--- config.mk ---
export PLATFORM = sky130hd
export DESIGN_NAME = sram_host_loader
export DESIGN_NICKNAME = d
export VERILOG_FILES = /design/src/rtl/sram_host_loader.sv
export SDC_FILE = /design/constraint.sdc
export NUM_CORES = 1
export LEC_CHECK = 0
export ABC_AREA = 1
export CAP_MARGIN = 15
export CORE_AREA = 2 2 203 205
export CTS_CLUSTER_DIAMETER = 100
export DETAILED_ROUTE_END_ITERATION = 10
export DIE_AREA = 0 0 205 207
export PLACE_DENSITY = 0.58
export SLEW_MARGIN = 20
export SYNTH_ARGS = -nofsm -noshare
export SYNTH_HDL_FRONTEND = slang
export SYNTH_SLANG_ARGS = --single-unit
--- constraint.sdc ---
create_clock -name clk -period 5.5 [get_ports clk]
set_input_delay 1.65 -clock clk [delete_from_list [all_inputs] [get_ports clk]]
set_output_delay 1.65 -clock clk [all_outputs]
set_load 0.05 [all_outputs]
--- src/rtl/sram_host_loader.sv ---
// Host-side loader for a corelet: streams ACT and W words into their SRAMs,
// kicks the corelet, then reads OP results back through a valid/ready port.
module sram_host_loader #(
  parameter int unsigned ACT_WORDS = 36,
  parameter int unsigned W_WORDS   = 72,
  parameter int unsigned OP_BASE   = 0,
  parameter int unsigned OP_WORDS  = 64
) (
  input  logic         clk,
  input  logic         reset,
  input  logic         start,
  input  logic [31:0]  in_data,
  input  logic         in_valid,
  output logic         in_ready,
  output logic [127:0] out_data,
  output logic         out_valid,
  input  logic         out_ready,
  output logic         busy,
  output logic         done,
  output logic [31:0]  dut_ACT_d,
  output logic [6:0]   dut_ACT_addr,
  output logic         dut_ACT_cen,
  output logic         dut_ACT_wen,
  output logic [31:0]  dut_W_d,
  output logic [6:0]   dut_W_addr,
  output logic         dut_W_cen,
  output logic         dut_W_wen,
  input  logic [127:0] dut_OP_q,
  output logic [8:0]   dut_OP_addr,
  output logic         dut_OP_cen,
  output logic         dut_OP_wen,
  output logic [127:0] dut_OP_d,
  output logic         dut_cl_sel,
  output logic         seq_begin,
  input  logic         seq_done
);

  // Handshakes: in_data moves on a cycle with in_valid & in_ready; out_data
  // moves on a cycle with out_valid & out_ready. Neither side may retract
  // valid data before its handshake, and out_data is frozen while waiting.

  localparam int unsigned CNT_W = 16;
  localparam logic [CNT_W-1:0] ACT_LAST = CNT_W'(ACT_WORDS - 1);
  localparam logic [CNT_W-1:0] W_LAST   = CNT_W'(W_WORDS - 1);
  localparam logic [CNT_W-1:0] OP_LAST  = CNT_W'(OP_WORDS - 1);
  localparam logic [8:0]       OP_BASE9 = 9'(OP_BASE);

  typedef enum logic [3:0] {
    IDLE,
    LOAD_ACT,
    LOAD_W,
    KICK,
    WAIT,
    RD_REQ,
    RD_CAP,
    RD_HOLD,
    FIN
  } state_e;

  state_e             state_q, state_d;
  logic [CNT_W-1:0]   cnt_q, cnt_d;
  logic [127:0]       out_data_q, out_data_d;
  logic               out_valid_q, out_valid_d;

  always_ff @(posedge clk) begin
    if (reset) begin
      state_q     <= IDLE;
      cnt_q       <= '0;
      out_data_q  <= '0;
      out_valid_q <= 1'b0;
    end else begin
      state_q     <= state_d;
      cnt_q       <= cnt_d;
      out_data_q  <= out_data_d;
      out_valid_q <= out_valid_d;
    end
  end

  always_comb begin
    state_d      = state_q;
    cnt_d        = cnt_q;
    out_data_d   = out_data_q;
    out_valid_d  = out_valid_q;
    in_ready     = 1'b0;
    done         = 1'b0;
    seq_begin    = 1'b0;
    dut_cl_sel   = 1'b1;
    dut_ACT_d    = '0;
    dut_ACT_addr = '0;
    dut_ACT_cen  = 1'b1;
    dut_ACT_wen  = 1'b1;
    dut_W_d      = '0;
    dut_W_addr   = '0;
    dut_W_cen    = 1'b1;
    dut_W_wen    = 1'b1;
    dut_OP_addr  = '0;
    dut_OP_cen   = 1'b1;

    // Outputs are combinational, so reset masks them to keep the reset
    // cycle itself free of SRAM traffic and handshakes.
    if (!reset) begin
      case (state_q)
        IDLE: begin
          if (start) begin
            state_d = LOAD_ACT;
            cnt_d   = '0;
          end
        end
        LOAD_ACT: begin
          in_ready = 1'b1;
          if (in_valid) begin
            dut_ACT_cen  = 1'b0;
            dut_ACT_wen  = 1'b0;
            dut_ACT_addr = cnt_q[6:0];
            dut_ACT_d    = in_data;
            if (cnt_q == ACT_LAST) begin
              cnt_d   = '0;
              state_d = LOAD_W;
            end else begin
              cnt_d = cnt_q + 1'b1;
            end
          end
        end
        LOAD_W: begin
          in_ready = 1'b1;
          if (in_valid) begin
            dut_W_cen  = 1'b0;
            dut_W_wen  = 1'b0;
            dut_W_addr = cnt_q[6:0];
            dut_W_d    = in_data;
            if (cnt_q == W_LAST) begin
              cnt_d   = '0;
              state_d = KICK;
            end else begin
              cnt_d = cnt_q + 1'b1;
            end
          end
        end
        KICK: begin
          // seq_done is deliberately not looked at here: a stale level from
          // a previous job must not skip the wait.
          seq_begin  = 1'b1;
          dut_cl_sel = 1'b0;
          state_d    = WAIT;
        end
        WAIT: begin
          dut_cl_sel = 1'b0;
          if (seq_done) begin
            cnt_d   = '0;
            state_d = RD_REQ;
          end
        end
        RD_REQ: begin
          dut_OP_cen  = 1'b0;
          dut_OP_addr = OP_BASE9 + cnt_q[8:0];
          state_d     = RD_CAP;
        end
        RD_CAP: begin
          out_data_d  = dut_OP_q;
          out_valid_d = 1'b1;
          state_d     = RD_HOLD;
        end
        RD_HOLD: begin
          if (out_ready) begin
            out_valid_d = 1'b0;
            cnt_d       = cnt_q + 1'b1;
            state_d     = (cnt_q == OP_LAST) ? FIN : RD_REQ;
          end
        end
        FIN: begin
          done    = 1'b1;
          state_d = IDLE;
        end
        default: state_d = IDLE;
      endcase
    end
  end

  assign busy       = (state_q != IDLE);
  assign out_data   = out_data_q;
  assign out_valid  = out_valid_q;
  assign dut_OP_wen = 1'b1;
  assign dut_OP_d   = '0;

endmodule

== Yosys cells after proc, flatten, opt, wreduce, memory -nomap -nowiden ==
Cells that the tools add are included.
Word-level totals
  register bits: 149
  bits of input ports: 166
Cells by class
  $add $sub $neg: 1
  eq/ne operators: 18
  multiplexer cells: 46
  reductions and logical operators: 9
Operators with widths (number)
  32-bit two-way mux: 5
  16-bit two-way mux: 7
  16-bit one-hot mux with 5 select lines: 1
  7-bit two-way mux: 5
  16-bit by 6-bit equality test with 1-bit output, second input constant: 2
  4-bit two-way mux: 8
  4-bit one-hot mux with 8 select lines: 1
  9-bit two-way mux: 2
  16-bit by 1-bit adder with 16-bit output, second input constant: 1
  16-bit by 7-bit equality test with 1-bit output, second input constant: 1
  4-bit by 3-bit equality test with 1-bit output, second input constant: 4
  1-bit two-way mux: 16
  2-bit inequality test, second input constant: 7
  4-bit by 2-bit equality test with 1-bit output, second input constant: 2
  7-bit AND reduction: 1
  6-bit AND reduction: 1
  5-bit nonzero test: 1
  4-bit by 1-bit equality test with 1-bit output, second input constant: 1
  4-bit equality test, second input constant: 1
  4-bit logical NOT: 1
  4-bit nonzero test: 1
  2-bit OR reduction: 2
  1-bit one-hot mux with 2 select lines: 1
  2-bit AND reduction: 1
  2-bit nonzero test: 1

== Logic depth before layout (Yosys ltp) ==
Gate-level depths: netlist (run 1).
  word-level depth: 4
  gate-level depth with buffers: 12
  gate-level depth less buffers: 12

== Worst setup path after synthesis (run 1) ==
Ideal clock, no wire load.
  kind: input-to-output
  from: input reset
  to: output dut_OP_addr[0]
  arrival: 3.292 ns
  required time: 3.850 ns
  setup slack: 0.558 ns
  stages: 4
  path buffers: 1
  cell sequence: clkinv_1 -> clkbuf_1 -> nand2_1 -> nor2_1
Between the ends
  longest elaborated chain between the ends: 1
RTL lines
  start: declaration: line 10  | input logic reset,
  9-bit two-way mux: line 101  | if (!reset) begin
  end: declaration: line 29  | output logic [8:0] dut_OP_addr,
No other way between the ends.

== Worst setup path in the final report (run 1) ==
  from: input reset
  to: output dut_ACT_d[6]
Between the ends
  longest elaborated chain between the ends: 1
RTL lines
  32-bit two-way mux: line 101
  end: declaration: line 20  | output logic [31:0] dut_ACT_d,
No other way between the ends.

==> impl_results.md, run 1 <==
* Post-route clock skew at around 0.0087 ns
* Final Hold Viols at 0
* Sw power at 1.18 mW
* GR Overflow Total at 0
* Largest fanout on the critical path at between 40 and 50
* Global-route wire length before repair at around 43 mm
* GR Util met1 at between 10 and 15%
* H-tree depth at 4
* Clock insertion delay at the later pin of the skew report at around 0.45 ns
* All-Layer GR Usage at between 10% and 20%
* Antenna violations before repair at 0
* Site row count at 74
* Routed wire per std cell at roughly 14 µm
* Worst vdd ir at 0.225 mV
* Number of synthesis warnings at 0
* Number of nets still failing antenna checks after routing at 0
* Flop2flop setup slack at between 2 and 3 ns
* Slew at the pin closest to its max-slew limit at about 1.1 ns
* Number of port buffers at approximately 390
* Unrepaired setup endpoints after global routing: false
* Max-Cap Viols at 0
* Final setup viols at 0
* Number of clock sinks at 149
* Final Max Slew Viols at 0
* Number of distinct library cell variants in the gate-level netlist after synthesis at 29
* R2r worst-path depth at 6
* Most common library cell in the layout ignoring fill and taps: sky130_fd_sc_hd__nor2_1
* Final routed DRC violation total at 0
* Initial DRT Pass Iterations at 5
* Layout cells sized above 1 at 11.3%
* M2 GR Usage at around a quarter
* FF-to-FF Start: state_q[1]
* Start point of the critical path: reset
* Detailed-route vias per instance at 3.88
* CTS-repair resized insts at 0
* Largest net degree at the start of global routing at 119
* Die Footprint at between 40,000 and 50,000 µm²
* Cell Count, Final, Fillers Out at approximately 2,000
* Type of the setup path with the least slack: in2out
* Setup total negative slack at 0 ns
* Post-Syn Instances at between 1,000 and 1,500
* Part of the power in the clock network at approximately two fifths
* Sequential fraction of design power at around a third
* DRC marker count from the first detailed-route iteration at around 370
* Master cell of the clock root buffer: sky130_fd_sc_hd__clkbuf_16
* Post-layout instance area at 11,900 µm²
* Switching power as a share of total power at between 30% and 40%
* Antenna cell count at 0
* I/O pin cnt at approximately 520
* CTS clk-pin slew, worst paths at 0.06 ns
* CTS tree: yes
* Vert. Die Dim at roughly 210 µm
* Number of vias in the routed layout at 7,783
* Number of buffers inserted by hold repair at cts at 0
* Placed Area at 11,300 µm²
* Critical path required time at slightly below 4 ns
* Static Leak at 5.33 nW
* Worst-case headroom to the max-slew limit at between 20 and 30%
* Combinational cell fraction of total power at 27.5%
* Peak Freq at slightly below 200 MHz
* Class of the most critical hold timing path: reg2reg
* Summed instance area of the synthesized netlist at roughly 7500 µm²
* Postcts setup bufs at 0
* Part of the cycle the worst path needs at a little over 90%
* Width of the chip at ~210 µm
* Most frequent cells in the layout: sky130_fd_sc_hd__nor2_1, sky130_fd_sc_hd__clkdlybuf4s50_1, sky130_fd_sc_hd__dfxtp_1
* Proportion of synthesized chip area in sequential cells at roughly 40%
* Vias in the first global route at between 7,000 and 8,000
* End point of the most critical hold path: out_valid
* Area growth, synth to finish at 59.2%
* Synthesis-stage register bit count at 149
* Min-Delay Startpoint: out_valid
* Final Net Count at approximately 1,600
* Global routing met3 resource utilization at 5.40%
* Placed cells at 1,972
* Critical R2R Capture: out_data[113]
* Most used routing layer in global routing: met2
* Starting density of the core at between 10% and 20%
* Post-detailed-routing wire length at between 20 and 30 mm
* Internal Power at between 2 and 2.5 mW
* Cell depth of the worst hold path at 2
* Number of buffers inserted during clock tree synthesis at 17
* Largest buffer count on any clock path at 2
* Final period demand of the worst path at about 5 ns
* PD cells at roughly 270 nW/µm²
* RD Place Congestion at 0.838
* Nature of the critical path endpoint: output port
* Floorplan Core Area at about 40,000 µm²
* Data arrival, critical path at around 3.4 ns
* Status: finished clean
* Synthesized area per cell at a little under 7 µm²
* HPWL Detailed at approximately 22 mm
* Launching element type of the critical path: primary input
[area by class of cell]
| cell class | count | area, µm² |
|---|---|---|
| fillers | 4298 | 28500 |
| clock inverters | 14 | 176 |
| repair buffers | 398 | 3860 |
| clock buffers | 18 | 429 |
| well taps | 532 | 666 |
| multi-input cells | 821 | 3480 |
| inverters | 72 | 274 |
| flip-flops and latches | 149 | 2980 |
[state kept, by name, summed over array words and instances, names as in the netlist]
signal / cells
cnt_q: 16
out_data: 128
out_valid: 1
state_q: 4
[per-stage QoR]
stage	setup WS (ns)	utilization, %	hold slack (ns)	power, mW
6_report	0.419	29.4	0.480	3.24
5_1_grt	0.263	29.4	0.536	3.38
4_1_cts	0.363	29.4	0.488	3.29
3_5_place_dp	0.366	27.9	0.473	2.03
3_3_place_gp	0.426	27.9	0.465	2.03
2_1_floorplan	0.558	-	0.478	1.81
[power groups by stage]
stage / logic, mW / registers [mW] / clock network (mW)
4_1_cts: 0.899 / 1.11 / 1.28
5_1_grt: 0.953 / 1.11 / 1.31
6_report: 0.891 / 1.11 / 1.23
3_5_place_dp: 0.896 / 1.14 / 0
2_1_floorplan: 0.661 / 1.15 / 0
3_3_place_gp: 0.890 / 1.14 / 0
[Yosys cell counts]
cell                       instances  area share (%)
sky130_fd_sc_hd__o21ai_0         131             8.8
sky130_fd_sc_hd__xor2_1            1            0.12
sky130_fd_sc_hd__nand3_2           3            0.40
sky130_fd_sc_hd__nor2_2            4            0.34
sky130_fd_sc_hd__nand2_2           8            0.67
sky130_fd_sc_hd__inv_1            65             3.3
sky130_fd_sc_hd__o21bai_1          4            0.40
sky130_fd_sc_hd__conb_1            2            0.10
sky130_fd_sc_hd__o21ai_1           1           0.067
sky130_fd_sc_hd__a31oi_1           4            0.34
sky130_fd_sc_hd__inv_2             6            0.30
sky130_fd_sc_hd__nor2_4            3            0.45
sky130_fd_sc_hd__clkbuf_1         41             2.1
sky130_fd_sc_hd__buf_4           131              13
sky130_fd_sc_hd__dfxtp_1         149              40
sky130_fd_sc_hd__nand4_1           4            0.34
sky130_fd_sc_hd__nand2_1          83             4.2
sky130_fd_sc_hd__nor3_1            3            0.20
sky130_fd_sc_hd__nand3b_1          1            0.10
sky130_fd_sc_hd__clkinv_1          1           0.050
sky130_fd_sc_hd__nand4_2           1            0.17
sky130_fd_sc_hd__buf_6             2            0.30
sky130_fd_sc_hd__buf_1             4            0.20
sky130_fd_sc_hd__nand3_1          31             2.1
sky130_fd_sc_hd__nor2_1          389              20
sky130_fd_sc_hd__ha_1              2            0.34
sky130_fd_sc_hd__nand2_4           2            0.30
sky130_fd_sc_hd__buf_2             8            0.54
sky130_fd_sc_hd__a21oi_1          17             1.1
[worst max-delay path, stage by stage]
cell	delay [ns]
sky130_fd_sc_hd__clkdlybuf4s50_1	0.52
sky130_fd_sc_hd__clkinv_2	0.32
sky130_fd_sc_hd__nand3_2	0.18
sky130_fd_sc_hd__buf_4	0.41
sky130_fd_sc_hd__nor2_1	0.15
sky130_fd_sc_hd__buf_12	0.18
[metal layers]
layer	vias up	part of all wire (%)
met5	-	0
met4	0	2.8
met3	26	9.7
met2	380	51
met1	3507	37
li1	3870	-
[how the worst max path moves through the flow]
stage / to / cells past startpoint / slack, ns
finish: dut_ACT_d[6] / 6 / 0.42
CTS: dut_ACT_d[6] / 6 / 0.36
global route: dut_ACT_d[24] / 6 / 0.26
global placement: dut_ACT_d[27] / 6 / 0.43
detailed placement: dut_ACT_d[6] / 6 / 0.37
floorplan: dut_OP_addr[0] / 4 / 0.56
[logic make-up after synthesis]
| kind of cell | after synthesis | synth area share, % |
|---|---|---|
| xor gates and xnor gates | 1 | 0.117 |
| adders and majority gates | 2 | 0.335 |
| and+or+nand+nor | 532 | 28.8 |
| DFF | 149 | 40.0 |
| AOI/OAI and AO/OA | 157 | 10.7 |
| other | 2 | 0.101 |
| buffers and inverters | 258 | 19.9 |
Power figures use the tool's default switching activity.
==> run 2, diff against run 1 <==
GPL_TIMING_DRIVEN = 0   (was unset)
==> impl_results.md, run 2 (synthesis results as in run 1) <==
* Gate family responsible for the most delay along the worst path: buffers and inverters
* All-Layer GR Usage at roughly 15%
* Antenna cell count at 0
* Site row count at between 70 and 80
* Final setup viols at 0
* Most common library cell in the layout ignoring fill and taps: sky130_fd_sc_hd__nor2_1
* Critical R2R Capture: out_data[125]
* Post-route clock skew at 0.0139 ns
* RD Place Congestion at approximately 0.85
* Class of the most critical hold timing path: reg2reg
* Initial DRT Pass Iterations at 5
* Status: finished clean
* CTS clk-pin slew, worst paths at approximately 0.070 ns
* Count of cell instances traversed by the critical path at 6
* GR Overflow Total at 0
* Internal Power at slightly above 2 mW
* Max-Cap Viols at 0
* R2r worst-path depth at 6
* Slew at the pin closest to its max-slew limit at roughly 0.72 ns
* CTS tree: yes
* Sequential fraction of design power at 33.8%
* Final period demand of the worst path at roughly 5.4 ns
* Number of vias in the routed layout at about 8,400
* Sw power at around 1.2 mW
* DRC marker count from the first detailed-route iteration at around 290
* Area growth, synth to finish at 77.0%
* Combinational cell fraction of total power at around 30%
* Antenna violations before repair at 0
* Vias in the first global route at 8,050
* Setup total negative slack at 0 ns
* Worst vdd ir at 0.160 mV
* Worst path slowest cell: sky130_fd_sc_hd__clkdlybuf4s50_1
* Die Footprint at approximately 42,000 µm²
* Number of nets still failing antenna checks after routing at 0
* Starting density of the core at between 10% and 20%
* Launching element type of the critical path: primary input
* CP bufs+invs at 4
* Utilization after layout at around 33%
* Detailed-route vias per instance at between 3 and 4
* Number of buffers inserted during clock tree synthesis at 17
* Number of flip-flops under the largest register name at roughly 130
* Most common cell type on the critical path: sky130_fd_sc_hd__clkdlybuf4s50_1
* H-tree depth at 4
* Part of the power in the clock network at between 30 and 40%
* Worst setup path end: dut_W_d[17]
* Static Leak at roughly 7.0 nW
* Flop2flop setup slack at around 3.4 ns
* Number of port buffers at between 300 and 400
* FF-to-FF Start: state_q[1]
* Nature of the critical path endpoint: output port
* Layout cells sized above 1 at 12.8%
* Width of the chip at between 200 and 250 µm
* Start point of the critical path: reset
* Floorplan Core Area at ~40,000 µm²
* Vert. Die Dim at slightly above 200 µm
* Number of clock sinks at 149
* Worst-case headroom to the max-slew limit at 52.0%
* Most frequent cells in the layout: sky130_fd_sc_hd__nor2_1, sky130_fd_sc_hd__clkdlybuf4s50_1, sky130_fd_sc_hd__dfxtp_1
* Type of the setup path with the least slack: in2out
* Maximum cell stage delay along the critical path at slightly above 0.7 ns
* Final Hold Viols at 0
* Final Max Slew Viols at 0
* I/O pin cnt at around 520
* Largest net degree at the start of global routing at 17
* Peak Freq at 187 MHz
* Switching power as a share of total power at a little under two fifths
* Final routed DRC violation total at 0
* Min-Delay Startpoint: out_valid
* Routed wire per std cell at between 10 and 15 µm
* PD cells at 249 nW/µm²
* Postcts setup bufs at 0
* Cell depth of the worst hold path at 2
* Post-detailed-routing wire length at about 33 mm
* Critical path required time at about 3.9 ns
* Largest buffer count on any clock path at 2
* Data arrival, critical path at ~3.7 ns
* Clock insertion delay at the later pin of the skew report at around 0.45 ns
* Critical Path, Cell by Cell: clkdlybuf4s50_1 -> clkinv_2 -> nand3_1 -> clkbuf_2 -> nor2_1 -> clkdlybuf4s50_1
* Largest fanout on the critical path at 10
* Master cell of the clock root buffer: sky130_fd_sc_hd__clkbuf_16
* Part of the cycle the worst path needs at between 90% and 100%
* HPWL Detailed at about 26 mm
* Final Net Count at ~1,800
* Global-route wire length before repair at 47.5 mm
## run 2: cell count changes in the layout (fill, tap and decap cells not counted), moves of 6 or more
cell                              previous run  this run
sky130_fd_sc_hd__clkdlybuf4s50_1           295       303
sky130_fd_sc_hd__dlymetal6s2s_1              0        53
sky130_fd_sc_hd__buf_2                       0        10
sky130_fd_sc_hd__clkbuf_2                    0         6
sky130_fd_sc_hd__buf_12                     11         0
sky130_fd_sc_hd__clkbuf_1                    1        34
sky130_fd_sc_hd__dlygate4sd2_1               0        35
sky130_fd_sc_hd__buf_4                      92       131
## run 2: area by class of cell
cell class / instances / area [µm²]
Inverter: 72 / 272
Multi-Input combinational cell: 821 / 3470
Sequential cell: 149 / 2980
Clock buffer: 19 / 443
Tap cell: 532 / 666
Buffer: 185 / 1220
Fill cell: 4327 / 27200
Timing Repair Buffer: 391 / 4000
Clock inverter: 13 / 136
## run 2: metal layers
metal / wire (µm) / global-route usage (%)
met5: 0 / 0
met4: 850 / 6.00
met3: 3090 / 5.05
met2: 17000 / 28.2
met1: 11600 / 14.6
## run 2: worst register-to-register path: cells and delay by family (launching register included)
kind | cells | cell delay (ns)
flip-flops | 1 | 0.42
AND/OR/NAND/NOR | 3 | 0.54
AO/OA/AOI/OAI | 1 | 0.16
buffers and inverters | 2 | 0.95
## run 2: timing repair
item,in CTS,in global routing
hold endpoints to repair,0,0
gates resized for setup,46,57
hold buffers,0,0
gates cloned,0,0
setup endpoints to repair,95,55
## run 2: worst min-delay path by stage
stage | slack, ns | end
2_1_floorplan | 0.48 | cnt_q[9]
3_3_place_gp | 0.46 | out_valid
3_5_place_dp | 0.48 | out_valid
4_1_cts | 0.49 | out_valid
5_1_grt | 0.51 | out_valid
6_report | 0.48 | out_valid
## run 2: per-stage QoR
stage	total power, mW	hold WS, ns	cell area [µm²]	cells	worst slack, ns
after CTS	3.32	0.490	13100	2183	-0.156
final	3.28	0.485	13200	2182	0.140
after floorplan	1.81	0.478	7940	1228	0.558
after global placement	2.13	0.464	12500	2151	-1.16
after global routing	3.42	0.508	13200	2182	-0.000479
after detailed placement	2.14	0.480	12500	2151	-1.15
## run 2: power by group through the flow
stage	clock [mW]	sequential [mW]	combinational, mW
3_3_place_gp	0	1.13	0.998
4_1_cts	1.22	1.11	0.995
3_5_place_dp	0	1.14	1.00
2_1_floorplan	0	1.15	0.661
6_report	1.19	1.11	0.986
5_1_grt	1.25	1.11	1.06
